File: src/rtl/i2c_target_eeprom_emu.sv
// i2c_target_eeprom_emu: I2C target emulating a 16-bit-addressed serial EEPROM on a byte memory port.
// Optional write protect input i_wp is added when I2C_TGT_WP_EN is defined.
module i2c_target_eeprom_emu #(
    parameter logic [6:0] DEV_ADDR    = 7'h50,
    parameter int         MEM_AW      = 8,
    parameter int         SYNC_STAGES = 2
) (
    input  logic              i_clk,
    input  logic              i_rst_n,
`ifdef I2C_TGT_WP_EN
    input  logic              i_wp,
`endif
    input  logic              i_scl,
    input  logic              i_sda,
    output logic              o_sda_oe,
    output logic [MEM_AW-1:0] o_mem_addr,
    output logic [7:0]        o_mem_wdata,
    output logic              o_mem_we,
    input  logic [7:0]        i_mem_rdata,
    output logic [31:0]       o_status
);
    localparam logic [4:0] IDLE    = 5'd0;
    localparam logic [4:0] DEVADDR = 5'd1;
    localparam logic [4:0] ACK_DEV = 5'd2;
    localparam logic [4:0] ADDR_H  = 5'd3;
    localparam logic [4:0] ACK_H   = 5'd4;
    localparam logic [4:0] ADDR_L  = 5'd5;
    localparam logic [4:0] ACK_L   = 5'd6;
    localparam logic [4:0] WR_BYTE = 5'd7;
    localparam logic [4:0] ACK_WR  = 5'd8;
    localparam logic [4:0] RD_LOAD = 5'd9;
    localparam logic [4:0] RD_BYTE = 5'd10;
    localparam logic [4:0] RD_MACK = 5'd11;

    logic wp;
`ifdef I2C_TGT_WP_EN
    assign wp = i_wp;
`else
    assign wp = 1'b0;
`endif

    logic [SYNC_STAGES-1:0] scl_sync_q, sda_sync_q;
    logic scl_prev_q, sda_prev_q;
    logic scl, sda, scl_rise, scl_fall, start_det, stop_det;

    // Both lines share the same synchronizer depth so their relative ordering is preserved.
    always_ff @(posedge i_clk or negedge i_rst_n) begin
        if (!i_rst_n) begin
            scl_sync_q <= '1;
            sda_sync_q <= '1;
            scl_prev_q <= 1'b1;
            sda_prev_q <= 1'b1;
        end else begin
            scl_sync_q <= {scl_sync_q[SYNC_STAGES-2:0], i_scl};
            sda_sync_q <= {sda_sync_q[SYNC_STAGES-2:0], i_sda};
            scl_prev_q <= scl;
            sda_prev_q <= sda;
        end
    end

    assign scl       = scl_sync_q[SYNC_STAGES-1];
    assign sda       = sda_sync_q[SYNC_STAGES-1];
    assign scl_rise  = scl & ~scl_prev_q;
    assign scl_fall  = ~scl & scl_prev_q;
    assign start_det = scl & scl_prev_q & sda_prev_q & ~sda;
    assign stop_det  = scl & scl_prev_q & ~sda_prev_q & sda;

    logic [4:0]        state_q, state_d;
    logic [3:0]        bit_cnt_q, bit_cnt_d;
    logic [7:0]        rx_q, rx_d, tx_q, tx_d, addr_h_q, addr_h_d;
    logic [MEM_AW-1:0] ptr_q, ptr_d, mem_addr_q, mem_addr_d;
    logic [7:0]        wdata_q, wdata_d, byte_cnt_q, byte_cnt_d;
    logic              rw_q, rw_d, sda_oe_q, sda_oe_d, we_q, we_d;
    logic              busy_q, busy_d, match_q, match_d, nack_q, nack_d;
    logic [15:0]       addr_full;
    logic              rx_state, byte_done, dev_hit;
    logic [7:0]        byte_cnt_inc;

    assign addr_full    = {addr_h_q, rx_q};
    assign rx_state     = state_q inside {DEVADDR, ADDR_H, ADDR_L, WR_BYTE};
    assign byte_done    = bit_cnt_q == 4'd8;
    assign dev_hit      = rx_q[7:1] == DEV_ADDR;
    assign byte_cnt_inc = byte_cnt_q + {7'd0, byte_cnt_q != 8'hff};

    always_comb begin
        state_d    = state_q;
        bit_cnt_d  = bit_cnt_q;
        rx_d       = rx_q;
        tx_d       = state_q == RD_LOAD ? i_mem_rdata : tx_q;
        addr_h_d   = addr_h_q;
        ptr_d      = ptr_q;
        rw_d       = rw_q;
        sda_oe_d   = sda_oe_q;
        we_d       = 1'b0;
        busy_d     = busy_q;
        match_d    = match_q;
        nack_d     = nack_q;
        byte_cnt_d = byte_cnt_q;
        mem_addr_d = ptr_q;
        wdata_d    = rx_q;
        if (start_det) begin
            state_d    = DEVADDR;
            bit_cnt_d  = 4'd0;
            sda_oe_d   = 1'b0;
            busy_d     = 1'b1;
            match_d    = 1'b0;
            nack_d     = 1'b0;
            byte_cnt_d = 8'd0;
        end else if (stop_det) begin
            state_d  = IDLE;
            sda_oe_d = 1'b0;
            busy_d   = 1'b0;
        end else if (scl_rise) begin
            if (rx_state && !byte_done) begin
                rx_d      = {rx_q[6:0], sda};
                bit_cnt_d = bit_cnt_q + 4'd1;
            end
            // Reads branch on the ACK rise so the first data bit can be driven on the ACK fall.
            if (state_q == ACK_DEV && rw_q) state_d = RD_LOAD;
            if (state_q == RD_MACK) begin
                state_d = sda ? IDLE : RD_LOAD;
                nack_d  = sda;
                ptr_d   = sda ? ptr_q : ptr_q + MEM_AW'(1);
            end
        end else if (scl_fall) begin
            case (state_q)
                DEVADDR: if (byte_done) begin
                    state_d  = dev_hit ? ACK_DEV : IDLE;
                    sda_oe_d = dev_hit;
                    match_d  = dev_hit;
                    rw_d     = rx_q[0];
                end
                ADDR_H: if (byte_done) begin
                    addr_h_d = rx_q;
                    state_d  = ACK_H;
                    sda_oe_d = 1'b1;
                end
                ADDR_L: if (byte_done) begin
                    ptr_d    = addr_full[MEM_AW-1:0];
                    state_d  = ACK_L;
                    sda_oe_d = 1'b1;
                end
                WR_BYTE: if (byte_done) begin
                    state_d  = ACK_WR;
                    sda_oe_d = ~wp;
                end
                ACK_DEV, ACK_H, ACK_L, ACK_WR: begin
                    state_d   = state_q == ACK_DEV ? ADDR_H : state_q == ACK_H ? ADDR_L : WR_BYTE;
                    bit_cnt_d = 4'd0;
                    sda_oe_d  = 1'b0;
                    if (state_q == ACK_WR && !wp) begin
                        we_d       = 1'b1;
                        ptr_d      = ptr_q + MEM_AW'(1);
                        byte_cnt_d = byte_cnt_inc;
                    end
                end
                RD_LOAD: begin
                    state_d   = RD_BYTE;
                    bit_cnt_d = 4'd0;
                    sda_oe_d  = ~tx_q[7];
                end
                RD_BYTE: if (bit_cnt_q == 4'd7) begin
                    state_d    = RD_MACK;
                    sda_oe_d   = 1'b0;
                    byte_cnt_d = byte_cnt_inc;
                end else begin
                    bit_cnt_d = bit_cnt_q + 4'd1;
                    tx_d      = {tx_q[6:0], 1'b0};
                    sda_oe_d  = ~tx_q[6];
                end
                default: ;
            endcase
        end
        if (state_d == IDLE) sda_oe_d = 1'b0;
    end

    always_ff @(posedge i_clk or negedge i_rst_n) begin
        if (!i_rst_n) begin
            state_q    <= IDLE;
            bit_cnt_q  <= 4'd0;
            rx_q       <= 8'd0;
            tx_q       <= 8'd0;
            addr_h_q   <= 8'd0;
            ptr_q      <= '0;
            rw_q       <= 1'b0;
            sda_oe_q   <= 1'b0;
            we_q       <= 1'b0;
            busy_q     <= 1'b0;
            match_q    <= 1'b0;
            nack_q     <= 1'b0;
            byte_cnt_q <= 8'd0;
            mem_addr_q <= '0;
            wdata_q    <= 8'd0;
        end else begin
            state_q    <= state_d;
            bit_cnt_q  <= bit_cnt_d;
            rx_q       <= rx_d;
            tx_q       <= tx_d;
            addr_h_q   <= addr_h_d;
            ptr_q      <= ptr_d;
            rw_q       <= rw_d;
            sda_oe_q   <= sda_oe_d;
            we_q       <= we_d;
            busy_q     <= busy_d;
            match_q    <= match_d;
            nack_q     <= nack_d;
            byte_cnt_q <= byte_cnt_d;
            mem_addr_q <= mem_addr_d;
            wdata_q    <= wdata_d;
        end
    end

    assign o_sda_oe    = sda_oe_q;
    assign o_mem_addr  = mem_addr_q;
    assign o_mem_wdata = wdata_q;
    assign o_mem_we    = we_q;
    assign o_status    = {16'd0, byte_cnt_q, nack_q, state_q, match_q, busy_q};
endmodule

File: config.mk
export PLATFORM = sky130hd
export DESIGN_NAME = i2c_target_eeprom_emu
export DESIGN_NICKNAME = d
export VERILOG_FILES = /design/src/rtl/i2c_target_eeprom_emu.sv
export SDC_FILE = /design/constraint.sdc
export NUM_CORES = 1
export LEC_CHECK = 0
export ABC_AREA = 1
export CAP_MARGIN = 5
export CORE_MARGIN = 2
export CORE_UTILIZATION = 41
export DETAILED_ROUTE_END_ITERATION = 7
export GPL_ROUTABILITY_DRIVEN = 0
export HOLD_SLACK_MARGIN = 0.02
export PLACE_DENSITY_LB_ADDON = 0.1
export SLEW_MARGIN = 20
export SYNTH_ARGS = -nofsm -noshare
export SYNTH_HDL_FRONTEND = slang
export SYNTH_SLANG_ARGS = --single-unit
File: constraint.sdc
create_clock -name i_clk -period 1.93 [get_ports i_clk]
set_input_delay 0.386 -clock i_clk [delete_from_list [all_inputs] [get_ports i_clk]]
set_output_delay 0.386 -clock i_clk [all_outputs]
set_load 0.02 [all_outputs]
# Yosys cells after proc, flatten, opt, wreduce, memory -nomap -nowiden
# Index checks and enable logic that the tools add are counted.
# Widths: inputs -> output; s select.
[totals]
wordCells = 164
mem_bits_rw = 0
register_bits = 69
rom_bits = 0
mem_count = 0
output_inout_bits = 50
input_bits = 12
latch_bits = 0
[classes]
mux = 70
reduce_logical = 29
mul = 0
shift = 0
n_eq_ne = 28
magnitude_cmp = 0
add_sub_neg = 3
div = 0
bitwise_logic = 16
[ops]
columns = ["op", "count"]
rows = [
  ["$mux 8", 19],
  ["$mux 5", 11],
  ["$pmux 5 s7", 1],
  ["$pmux 8 s2", 2],
  ["$mux 4", 7],
  ["$mux 1", 25],
  ["$eq 5x3->1 const B", 4],
  ["$eq 5x4->1 const B", 4],
  ["$reduce_and 5->1", 3],
  ["$reduce_bool 2->1", 7],
  ["$ne 3x3->1 const B", 4],
  ["$reduce_and 6->1", 2],
  ["$reduce_bool 4->1", 3],
  ["$eq 5x2->1 const B", 2],
  ["$not 1->1", 9],
  ["$reduce_bool 3->1", 3],
  ["$add 8x1->8", 1],
  ["$add 8x1->8 const B", 1],
  ["$ne 8x8->1 const B", 1],
  ["$pmux 4 s2", 1],
  ["$reduce_and 8->1", 1],
  ["$reduce_bool 8->1", 1],
  ["$and 1x1->1", 7],
  ["$eq 7x7->1 const B", 1],
  ["other kinds (22)", 26],
]

# Depth between registers and ports, before layout
# Gate-level depths: netlist of run 1.
[depth]
word_depth = 11
mapped_depth = 14
ltp_nobuf = 14

# Least setup slack after synthesis of run 1
# Ideal clock, no wire load.
[synth_path]
path_kind = "flip-flop to flip-flop"
startpoint = "reg scl_sync_q[1]"
endpoint = "reg ptr_q[4] (netlist: mem_addr_d[4])"
arrival_time_ns = 1.848
slack_ns = -0.042
setup_ns = 0.123
stages_incl_launch_ff = 9
synth_period_minus_slack_ns = 1.972
t_required_ns = 1.807
path_buffers = 2
path_cell_list = "dfstp_2 ha_1 buf_2 clkinv_1 o31ai_1 nand2_2 buf_6 nand2_1 o21ai_2"
[synth_via]
elab_chain_len = 5
elab_cells_between_ends = 18
cone_classes = "4 x eq/ne; 1 x mux; 10 x bitwise; 3 x reduce/logical"
[synth_rtl]
columns = ["element", "line", "text"]
rows = [
  ["start, declared", "42", "logic [SYNC_STAGES-1:0] scl_sync_q, sda_sync_q;"],
  ["start signal, assigned", "54", "scl_sync_q <= {scl_sync_q[SYNC_STAGES-2:0], i_scl};"],
  ["$and 1x1->1", "65, 66", ""],
  ["$and 1x1->1 (on tied branches) (2 in series)", "66, 65", ""],
  ["$not 1->1 (no line)", "-", ""],
  ["$reduce_and 8->1 (no line)", "-", ""],
  ["end signal, assigned", "200", "ptr_q <= ptr_d;"],
  ["end, declared", "71", "logic [MEM_AW-1:0] ptr_q, ptr_d, mem_addr_q, mem_addr_d;"],
]
# Parallel ways exist; a longest one is shown, timed or not.
# A chain may end at the register's enable or synchronous reset.

# Final worst setup path of run 1
[layout_path]
startpoint = "reg state_q[3]"
endpoint = "reg ptr_q[5] (netlist: mem_addr_d[5])"
[layout_via]
elab_chain_len = 5
elab_cells_between_ends = 15
cone_classes = "9 x eq/ne; 3 x mux; 3 x reduce/logical"
[layout_rtl]
columns = ["element", "line", "text"]
rows = [
  ["start, declared", "68", "logic [4:0] state_q, state_d;"],
  ["start signal, assigned", "195", "state_q <= state_d;"],
  ["$eq 5x2->1 (tied with other cells)", "126", "case (state_q)"],
  ["$reduce_or 4->1", "126", ""],
  ["$pmux 8 s2", "126", ""],
  ["$mux 8", "125", "end else if (scl_fall) begin"],
  ["$mux 8", "113", "end else if (scl_rise) begin"],
]
# Parallel ways exist; a longest one is shown, timed or not. The select of a mux whose other input is x is not followed.

==> results.md, run 1 <==
- Initial Util: 41.7%
- Detail Route Antenna Nets: 0
- H-tree depth: 3
- CTS Hold Bufs: 0
- PortBufs: 45
- Wire length per cell: 13.0 um
- RR Endpoint: mem_addr_d[5]
- Die width: 97.8 um
- VDD IR-drop max: around 0.00063 V
- Vias per std cell: a little under 5
- Bufs on Longest Clock Path: 2
- Internal Pwr Total: 4110 uW
- Fin Hold WS: 0.0489 ns
- IO Pins: 62
- Worst reg-to-reg path cell count: 12
- Synthesized area: 3600 um2
- Yosys top cell by area: dfrtp_1
- Switching Power: roughly 2800 uW
- Final setup vio count: 0
- WP data required: 2.17 ns
- Crit path kind: flip-flop to flip-flop
- Total core area: approximately 8600 um2
- Post-synthesis sequential area ratio: 48.1%
- Ranking of synthesized cells by area: dfrtp_1, nand2_1, nor2_1, nand3_1, dfstp_2
- Arrival time at the worst endpoint: around 2.2 ns
- CTS buffer count: 9
- Via count: 3258
- Hold crit path type: input port to async pin
- Highest-count cells in the layout ignoring fill and taps: nand2_1, buf_4, dfrtp_1, nor2_1, clkdlybuf4s50_1
- Ant. Diodes: 0
- Synth Flop Type: dfrtp_1
- P_leak: 0.00251 uW
- Mapped Cells: between 400 and 500
- Final worst slack: approximately 0.018 ns
- CP Launch Type: flip-flop
- Max Clock Freq: about 0.52 GHz
- CP endpoint kind: flip-flop
- Max-Cap Viols: 0
- Period minus WS final: ~1.9 ns
- Most common cell after layout, fill and taps aside: nand2_1
- Final Hold Vio Count: 0
- Setup slack, reg-to-reg: 0.02 ns
- Area of the multi-input gates: 1780 um2
- PD cells: 1360 nW/um2
- Dpl hpwl: 6280 um
- Slew Limit Fails: 0
- Power Total: approximately 6900 uW
- DR iter-0 viols: 159
- Clock Skew: around 0.009 ns
- Root Buffer: clkbuf_8
- Outcome: completed
- Reg area: 1740 um2
- R2r startpoint: state_q[3]
- CP Max Fanout: 7
- Initial antenna violation count: 0
- Placement Setup Slack: -0.0574 ns
- Async SR Flop Fraction: 100%
- GRT Util Overall: 18.5%
- Post-layout net count: 574
- Sw frac: 40.2%
- Seq cells post-synth: 69
- Share of the synthesized area in the top cell type: 43.7%
- CTS tree: yes
- Layout cells sized above 1: 29.0%
- Setup total negative slack: 0 ns
- Combinational share of power: between 40% and 50%
- Filler instances: 770
- Post-synth cell types: 40
- FP Rows: 34
- Clock power share: a little under a fifth
- Worst-Skew Late Latency: 0.35 ns
- Clk sinks: 69
- Final Util: 58.6%
- Congestion Overflow GR: 0
- First-pass GRT wire length: 14300 um
- Die ar.: 9560 um2
- Vias in the first global route: roughly 3000
- Post-synth EDFFs: 0
- RSZ-0062 raised after global routing: true
- Period utilization: 99.1%
- DRT Wirelength: 8680 um
- Iteration count of the initial detailed-routing pass: 6
- Area grow syn2layout: 40.5%
- Largest net degree at the start of global routing: 70
- Ys Warns: 0
- Clk slew on worst S/H paths: 0.08 ns
- Die height: 97.8 um
- # DRC: 0
- Mean Syn Cell Area: 8.23 um2
- Flop pwr share: 33.4%
cell usage after synthesis, types with 6 or more instances:
| library cell | instances |
|---|---|
| a21oi_1 | 12 |
| a31oi_1 | 8 |
| buf_4 | 20 |
| dfrtp_1 | 63 |
| dfstp_2 | 6 |
| ha_1 | 8 |
| inv_1 | 37 |
| inv_2 | 7 |
| nand2_1 | 106 |
| nand3_1 | 32 |
| nor2_1 | 48 |
| o21ai_0 | 21 |
| o21ai_1 | 6 |
power by group through the flow:
stage / Sequential, uW / Clock (uW) / Combinational [uW]
after CTS: 2290 / 1360 / 2970
after global placement: 2300 / 0 / 2880
final: 2300 / 1320 / 3250
after global routing: 2370 / 1410 / 3570
after floorplan: 2510 / 0 / 1460
after detailed placement: 2310 / 0 / 2910
how the worst max path moves through the flow:
stage,from,to,cells after the start,slack (ns)
after global placement,scl_prev_q,o_sda_oe,12,-0.04
after CTS,scl_prev_q,mem_addr_d[3],10,0.005
after detailed placement,scl_sync_q[1],byte_cnt_q[7],10,-0.06
after floorplan,scl_prev_q,mem_addr_d[4],12,0.05
after global routing,state_q[2],mem_addr_d[2],11,-0.1
final,state_q[3],mem_addr_d[5],12,0.02
flip-flops by register name, summed over array words and instances (netlist names):
name,cells
byte_cnt_q,8
mem_addr_d,8
o_mem_addr,8
o_mem_wdata,8
rx_q,8
tx_q,8
state_q,5
bit_cnt_q,4
scl_sync_q,2
sda_sync_q,2
busy_q,1
match_q,1
nack_q,1
o_mem_we,1
o_sda_oe,1
rw_q,1
scl_prev_q,1
sda_prev_q,1
area by class of cell:
type | count | share of cell area, %
repair buffers | 116 | 20.2
multi-input cells | 313 | 35.1
clock inverters | 6 | 1.85
flip-flops and latches | 69 | 34.3
inverters | 45 | 3.36
clock buffers | 10 | 2.52
well taps | 108 | 2.67
what timing repair did:
item,CTS,global route
gates cloned,1,1
hold endpoints to repair,0,0
buffers inserted,1,8
gates resized for setup,11,52
endpoints found under the setup margin,17,34
pin swaps,3,20
metal layers:
metal	global-route usage (%)	vias to the layer above	part of all wire [%]
li1	-	1626	-
met1	25.8	1515	46
met2	28.0	96	46
met3	3.36	21	4.5
met4	8.87	0	2.9
met5	0	-	0
worst max-delay path, stage by stage, from the launching register on:
cell and delay [ns]:
dfrtp_1 0.44, inv_2 0.10, nor2_4 0.05, nand3_2 0.10, nand2_4 0.07, nor2_4 0.21, inv_2 0.07, nand2_2 0.09
nand3_2 0.08, a21oi_4 0.27, nand2_4 0.13, o21ai_2 0.13, o21ai_1 0.07
stage by stage:
stage,instance area [um2],instances
floorplan,3670,453
CTS,4820,658
global route,5060,667
global placement,4550,640
detailed placement,4550,640
finish,5060,667
cells by family (layout without fill, tap and decap cells):
| family | after synthesis | count (layout) | synth area share (%) |
|---|---|---|---|
| flops | 69 | 69 | 48.1 |
| simple gates | 217 | 218 | 26.7 |
| fa+ha+maj | 8 | 8 | 2.78 |
| compound gates | 62 | 62 | 10.1 |
| other cells | 1 | 16 | 0.104 |
| xor+xnor | 8 | 8 | 1.94 |
| buf+inv | 72 | 177 | 9.93 |
| mux | 1 | 1 | 0.312 |
(Power assumes the default switching activity.)
==> run 2: changes to the inputs <==
--- a/config.mk
+++ b/config.mk
@@ -7,10 +7,13 @@
 export LEC_CHECK = 0
 export ABC_AREA = 1
 export CAP_MARGIN = 5
+export CELL_PAD_IN_SITES_DETAIL_PLACEMENT = 0
+export CELL_PAD_IN_SITES_GLOBAL_PLACEMENT = 2
 export CORE_MARGIN = 2
-export CORE_UTILIZATION = 41
+export CORE_UTILIZATION = 28
 export DETAILED_ROUTE_END_ITERATION = 7
 export GPL_ROUTABILITY_DRIVEN = 0
+export GPL_TIMING_DRIVEN = 0
 export HOLD_SLACK_MARGIN = 0.02
 export PLACE_DENSITY_LB_ADDON = 0.1
 export SLEW_MARGIN = 20
==> results.md, run 2 (synthesized netlist as in run 1, its figures left out) <==
- Hold crit path type: flip-flop to flip-flop
- FP Rows: 41
- Period utilization: 103%
- Area grow syn2layout: 49.5%
- WP data required: 2.16 ns
- Max Clock Freq: roughly 0.50 GHz
- Crit-path cells: inv_2, nor2_4, buf_4, nand2_4, nor2_4, nor2_4, nand3_1, nor2_1, nand2_1, a21oi_2, nand3_1, nor2_1, nor2_1
- Outcome: finished with violations
- CP top delay family: simple AND/OR/NAND/NOR gates
- Period minus WS final: 1.99 ns
- Final Hold Vio Count: 0
- Die width: between 100 and 150 um
- Crit path buf inv count: 2
- Final worst slack: -0.0620 ns
- P_leak: around 0.0026 uW
- # DRC: 0
- Clock Skew: just over 0.009 ns
- First-pass GRT wire length: 16000 um
- Vias in the first global route: 3119
- PortBufs: 45
- Vias per std cell: between 4 and 5
- Failing checks: setup timing
- Die ar.: 13800 um2
- Iteration count of the initial detailed-routing pass: 4
- H-tree depth: 3
- Most common cell after layout, fill and taps aside: nand2_1
- Congestion Overflow GR: 0
- VDD IR-drop max: between 0.0006 and 0.0007 V
- DR iter-0 viols: 168
- Highest-count cells in the layout ignoring fill and taps: nand2_1, dfrtp_1, buf_4, clkdlybuf4s50_1, nor2_1
- IO Pins: 62
- Detail Route Antenna Nets: 0
- Layout cells sized above 1: 31.4%
- Bufs on Longest Clock Path: 2
- RSZ-0062 raised after global routing: true
- Initial Util: 28.6%
- Dpl hpwl: a little under 7000 um
- Reg area: 1740 um2
- Root Buffer: clkbuf_16
- PD cells: 1350 nW/um2
- Die height: 117 um
- CP Max Fanout: 5
- CTS buffer count: 9
- Final Util: 42.7%
- CP Launch Type: flip-flop
- Inst Count DP: roughly 670
- Filler instances: 1311
- Post-layout net count: 573
- CTS tree: yes
- Post-Layout Cell Count: 730
- Largest net degree at the start of global routing: 40
- Total core area: 12600 um2
- Slew Limit Fails: 0
- GRT Util Overall: 14.6%
- Ant. Diodes: 0
- Clk sinks: 69
- Area of the multi-input gates: 1910 um2
- DRT Wirelength: 9860 um
- Crit path kind: flip-flop to flip-flop
- Final setup vio count: 3
- Initial antenna violation count: 0
- CP endpoint kind: flip-flop
- Crit path max-delay cell type: dfrtp_2
- Arrival time at the worst endpoint: ~2.2 ns
- Clk slew on worst S/H paths: 0.06 ns
- Max-Cap Viols: 0
- Via count: 3268
- Worst path max stage delay: 0.47 ns
- Wire length per cell: around 14 um
- Worst-Skew Late Latency: 0.34 ns
- Placement Setup Slack: -0.442 ns
[run 2: changes by cell type in the layout (fill, tap and decap cells not counted), moves of 5 or more]
| cell | delta |
|---|---|
| buf_4 | -9 |
| buf_6 | +5 |
| clkbuf_16 | +9 |
| clkbuf_8 | -8 |
| nor2_4 | +7 |
[run 2: per-stage QoR]
stage	total power [uW]	hold slack, ns	TNS (ns)	cell area, um2
CTS	7040	0.361	-0.236	5110
finish	7300	0.360	-0.0989	5390
floorplan	3970	0.0904	0	3670
global route	7850	0.367	-2.15	5390
detailed placement	4960	0.348	-10.59	4360
global placement	4960	0.346	-146.45	4340
[run 2: worst paths after layout]
path / from / to / slack, ns / cells after the start
setup / recovery: state_q[0] / o_sda_oe / -0.06 / 13
hold / removal: scl_sync_q[0] / scl_sync_q[1] / 0.36 / 0
setup reg to reg: state_q[0] / o_sda_oe / -0.06 / 13
hold reg to reg: scl_sync_q[0] / scl_sync_q[1] / 0.36 / 0
max in group asynchronous: i_rst_n / scl_sync_q[0] / 0.77 / 3
min in group asynchronous: i_rst_n / o_mem_addr[4] / 0.54 / 2
[run 2: final cells by class]
class                           count  share of cell area [%]
Buffer                             26                    3.99
Timing Repair Buffer               90                    15.7
Multi-Input combinational cell    312                    35.4
Clock inverter                      6                   0.836
Clock buffer                       10                    4.44
Sequential cell                    69                    32.3
Tap cell                          172                    3.99
Inverter                           45                    3.32
[run 2: routing by layer]
| layer | GRT usage (%) | wire [um] | vias to the layer above |
|---|---|---|---|
| li1 | - | - | 1632 |
| met5 | 0 | 0 | - |
| met3 | 3.00 | 417 | 12 |
| met2 | 22.3 | 4550 | 78 |
| met4 | 5.87 | 124 | 0 |
| met1 | 20.2 | 4770 | 1546 |
[run 2: power by group]
part	leakage, uW	internal, uW	total [uW]	switching, uW
logic	0.00158	1490	3380	1890
clock network	0.000132	910	1570	655
registers	0.000867	1940	2350	413
[run 2: worst reg2reg max path: cells and delay by family, from the launching register on]
family | cells | cell delay (ns)
flip-flops | 1 | 0.47
AND/OR/NAND/NOR | 10 | 1.01
buffers and inverters | 2 | 0.25
AO/OA/AOI/OAI | 1 | 0.17
[run 2: what timing repair did]
item                                    CTS  global route
gates cloned                              1             1
gates resized for setup                  53            57
pin swaps                                10            25
hold endpoints to repair                 30             0
hold buffers                              1             0
endpoints found under the setup margin   41            44
buffers inserted                         29            12
==> run 3: changes to the inputs <==
--- a/config.mk
+++ b/config.mk
@@ -6,7 +6,6 @@
 export NUM_CORES = 1
 export LEC_CHECK = 0
 export ABC_AREA = 1
-export CAP_MARGIN = 5
 export CELL_PAD_IN_SITES_DETAIL_PLACEMENT = 0
 export CELL_PAD_IN_SITES_GLOBAL_PLACEMENT = 2
 export CORE_MARGIN = 2
==> constraint.sdc (replaced) <==
create_clock -name i_clk -period 1.93 [get_ports i_clk]
set_input_delay 0.4825 -clock i_clk [delete_from_list [all_inputs] [get_ports i_clk]]
set_output_delay 0.4825 -clock i_clk [all_outputs]
set_load 0.02 [all_outputs]
==> results.md, run 3 (synthesized netlist as in run 1, its figures left out) <==
- CTS Hold Bufs: 0
- Largest net degree at the start of global routing: 40
- Placement Setup Slack: -0.442 ns
- P_leak: 0.00258 uW
- WP data required: between 2 and 2.5 ns
- Die ar.: 13800 um2
- Crit path buf inv count: 3
- Crit path from: state_q[2]
- Worst path max stage delay: between 0.4 and 0.5 ns
- Area of the multi-input gates: 1910 um2
- # DRC: 0
- First-pass GRT wire length: 15900 um
- PD cells: 1350 nW/um2
- IO Pins: 62
- Fin Hold WS: 0.0858 ns
- Final worst slack: -0.0490 ns
- Max Clock Freq: 0.505 GHz
- Wire length per cell: 13.7 um
- Outcome: finished with violations
- RSZ-0062 raised after global routing: true
- Reg area: roughly 1700 um2
- Max-Cap Viols: 0
- Vias in the first global route: slightly above 3000
- H-tree depth: 3
- Filler instances: approximately 1300
- Most common cell after layout, fill and taps aside: nand2_1
- CTS buffer count: 9
- Worst-Skew Late Latency: roughly 0.34 ns
- PortBufs: 45
- Post-layout net count: 571
- CTS tree: yes
- Clk slew on worst S/H paths: 0.06 ns
- Detail Route Antenna Nets: 0
- Slew Limit Fails: 0
- VDD IR-drop max: 0.000615 V
- Final Hold Vio Count: 0
- Crit-path cells: inv_2, nor2_2, nand3_1, nand2_2, nor2_4, inv_2, nand2_4, nand3_2, a21oi_4, nand2_4, buf_6, nor2_2, a21oi_2
- Layout cells sized above 1: 32.9%
- R2r startpoint: state_q[2]
- Highest-count cells in the layout ignoring fill and taps: nand2_1, dfrtp_1, buf_4, nor2_1, clkdlybuf4s50_1
- CP Launch Type: flip-flop
- Root Buffer: clkbuf_16
- Total core area: around 13000 um2
- Arrival time at the worst endpoint: 2.20 ns
- Iteration count of the initial detailed-routing pass: 5
- Period minus WS final: just under 2 ns
- Failing checks: setup timing
- Vias per std cell: 4.46
- Final setup vio count: 9
- CP top delay family: simple AND/OR/NAND/NOR gates
- Die height: ~120 um
- CP endpoint kind: flip-flop
- Crit path max-delay cell type: dfrtp_2
- Ant. Diodes: 0
- Clock Skew: 0.00936 ns
- Period utilization: 103%
- Congestion Overflow GR: 0
- Crit path kind: flip-flop to flip-flop
- Area grow syn2layout: 49.1%
- Die width: about 120 um
- CP Max Fanout: 5
- Initial Util: 28.6%
- DR iter-0 viols: 140
- Initial antenna violation count: 0
- Via count: 3250
- FP Rows: 41
- Hold crit path type: input port to async pin
- Bufs on Longest Clock Path: 2
- DRT Wirelength: just under 10000 um
- GRT Util Overall: 14.5%
- Clk sinks: 69
- Dpl hpwl: 6780 um
==> run 3: routing by layer <==
layer	track usage, %	share of wire [%]	up-vias
li1	-	-	1625
met4	6.17	1.3	0
met5	0	0	-
met1	20.0	49	1550
met3	3.05	3.9	9
met2	22.0	46	66
==> run 3: power breakdown <==
| group | switching, uW | internal, uW |
|---|---|---|
| Clock | 662 | 911 |
| Sequential | 410 | 1940 |
| Combinational | 1880 | 1460 |
| Total | 2950 | 4310 |
==> run 3: worst register-to-register path: stages, from the launching register on <==
cell	delay [ns]
dfrtp_2	0.46
inv_2	0.09
nor2_2	0.06
nand3_1	0.10
nand2_2	0.08
nor2_4	0.22
inv_2	0.10
nand2_4	0.09
nand3_2	0.08
a21oi_4	0.19
nand2_4	0.11
buf_6	0.14
nor2_2	0.10
a21oi_2	0.05
==> run 3: metrics by stage <==
step                      setup TNS (ns)  total power [uW]  cell area [um2]  std cells  utilization, %
after global placement           -153.11              4960             4340        670            34.4
final                             -0.186              7250             5380        728            42.6
after detailed placement          -10.59              4960             4360        671            34.5
after CTS                         -0.346              6860             4940        705            39.2
after global routing               -2.07              7780             5380        728            42.6
after floorplan                        0              3970             3670        453               -
==> run 3: final cells by class <==
cell class              count  share of cell area (%)
multi-input cells         312                    35.6
repair buffers             87                    15.0
clock inverters             6                   0.838
plain buffers              27                    4.21
flip-flops and latches     69                    32.4
clock buffers              10                    4.45
inverters                  45                    3.45
well taps                 172                    4.00
==> run 3: worst paths after layout <==
path / slack (ns) / endpoint / cells past startpoint
setup / recovery: -0.05 / mem_addr_d[3] / 13
hold / removal: 0.09 / mem_addr_d[3] / 1
setup reg to reg: -0.05 / mem_addr_d[3] / 13
hold reg to reg: 0.36 / scl_sync_q[1] / 0
max in group asynchronous: 1.22 / scl_sync_q[0] / 2
min in group i_clk: 0.36 / scl_sync_q[1] / 0
==> run 3: repair_timing <==
action / 4_1_cts / 5_1_grt
pin swaps: 10 / 29
gates cloned: 0 / 2
resized for setup: 51 / 66
endpoints found under the setup margin: 45 / 44
buffers inserted: 18 / 21
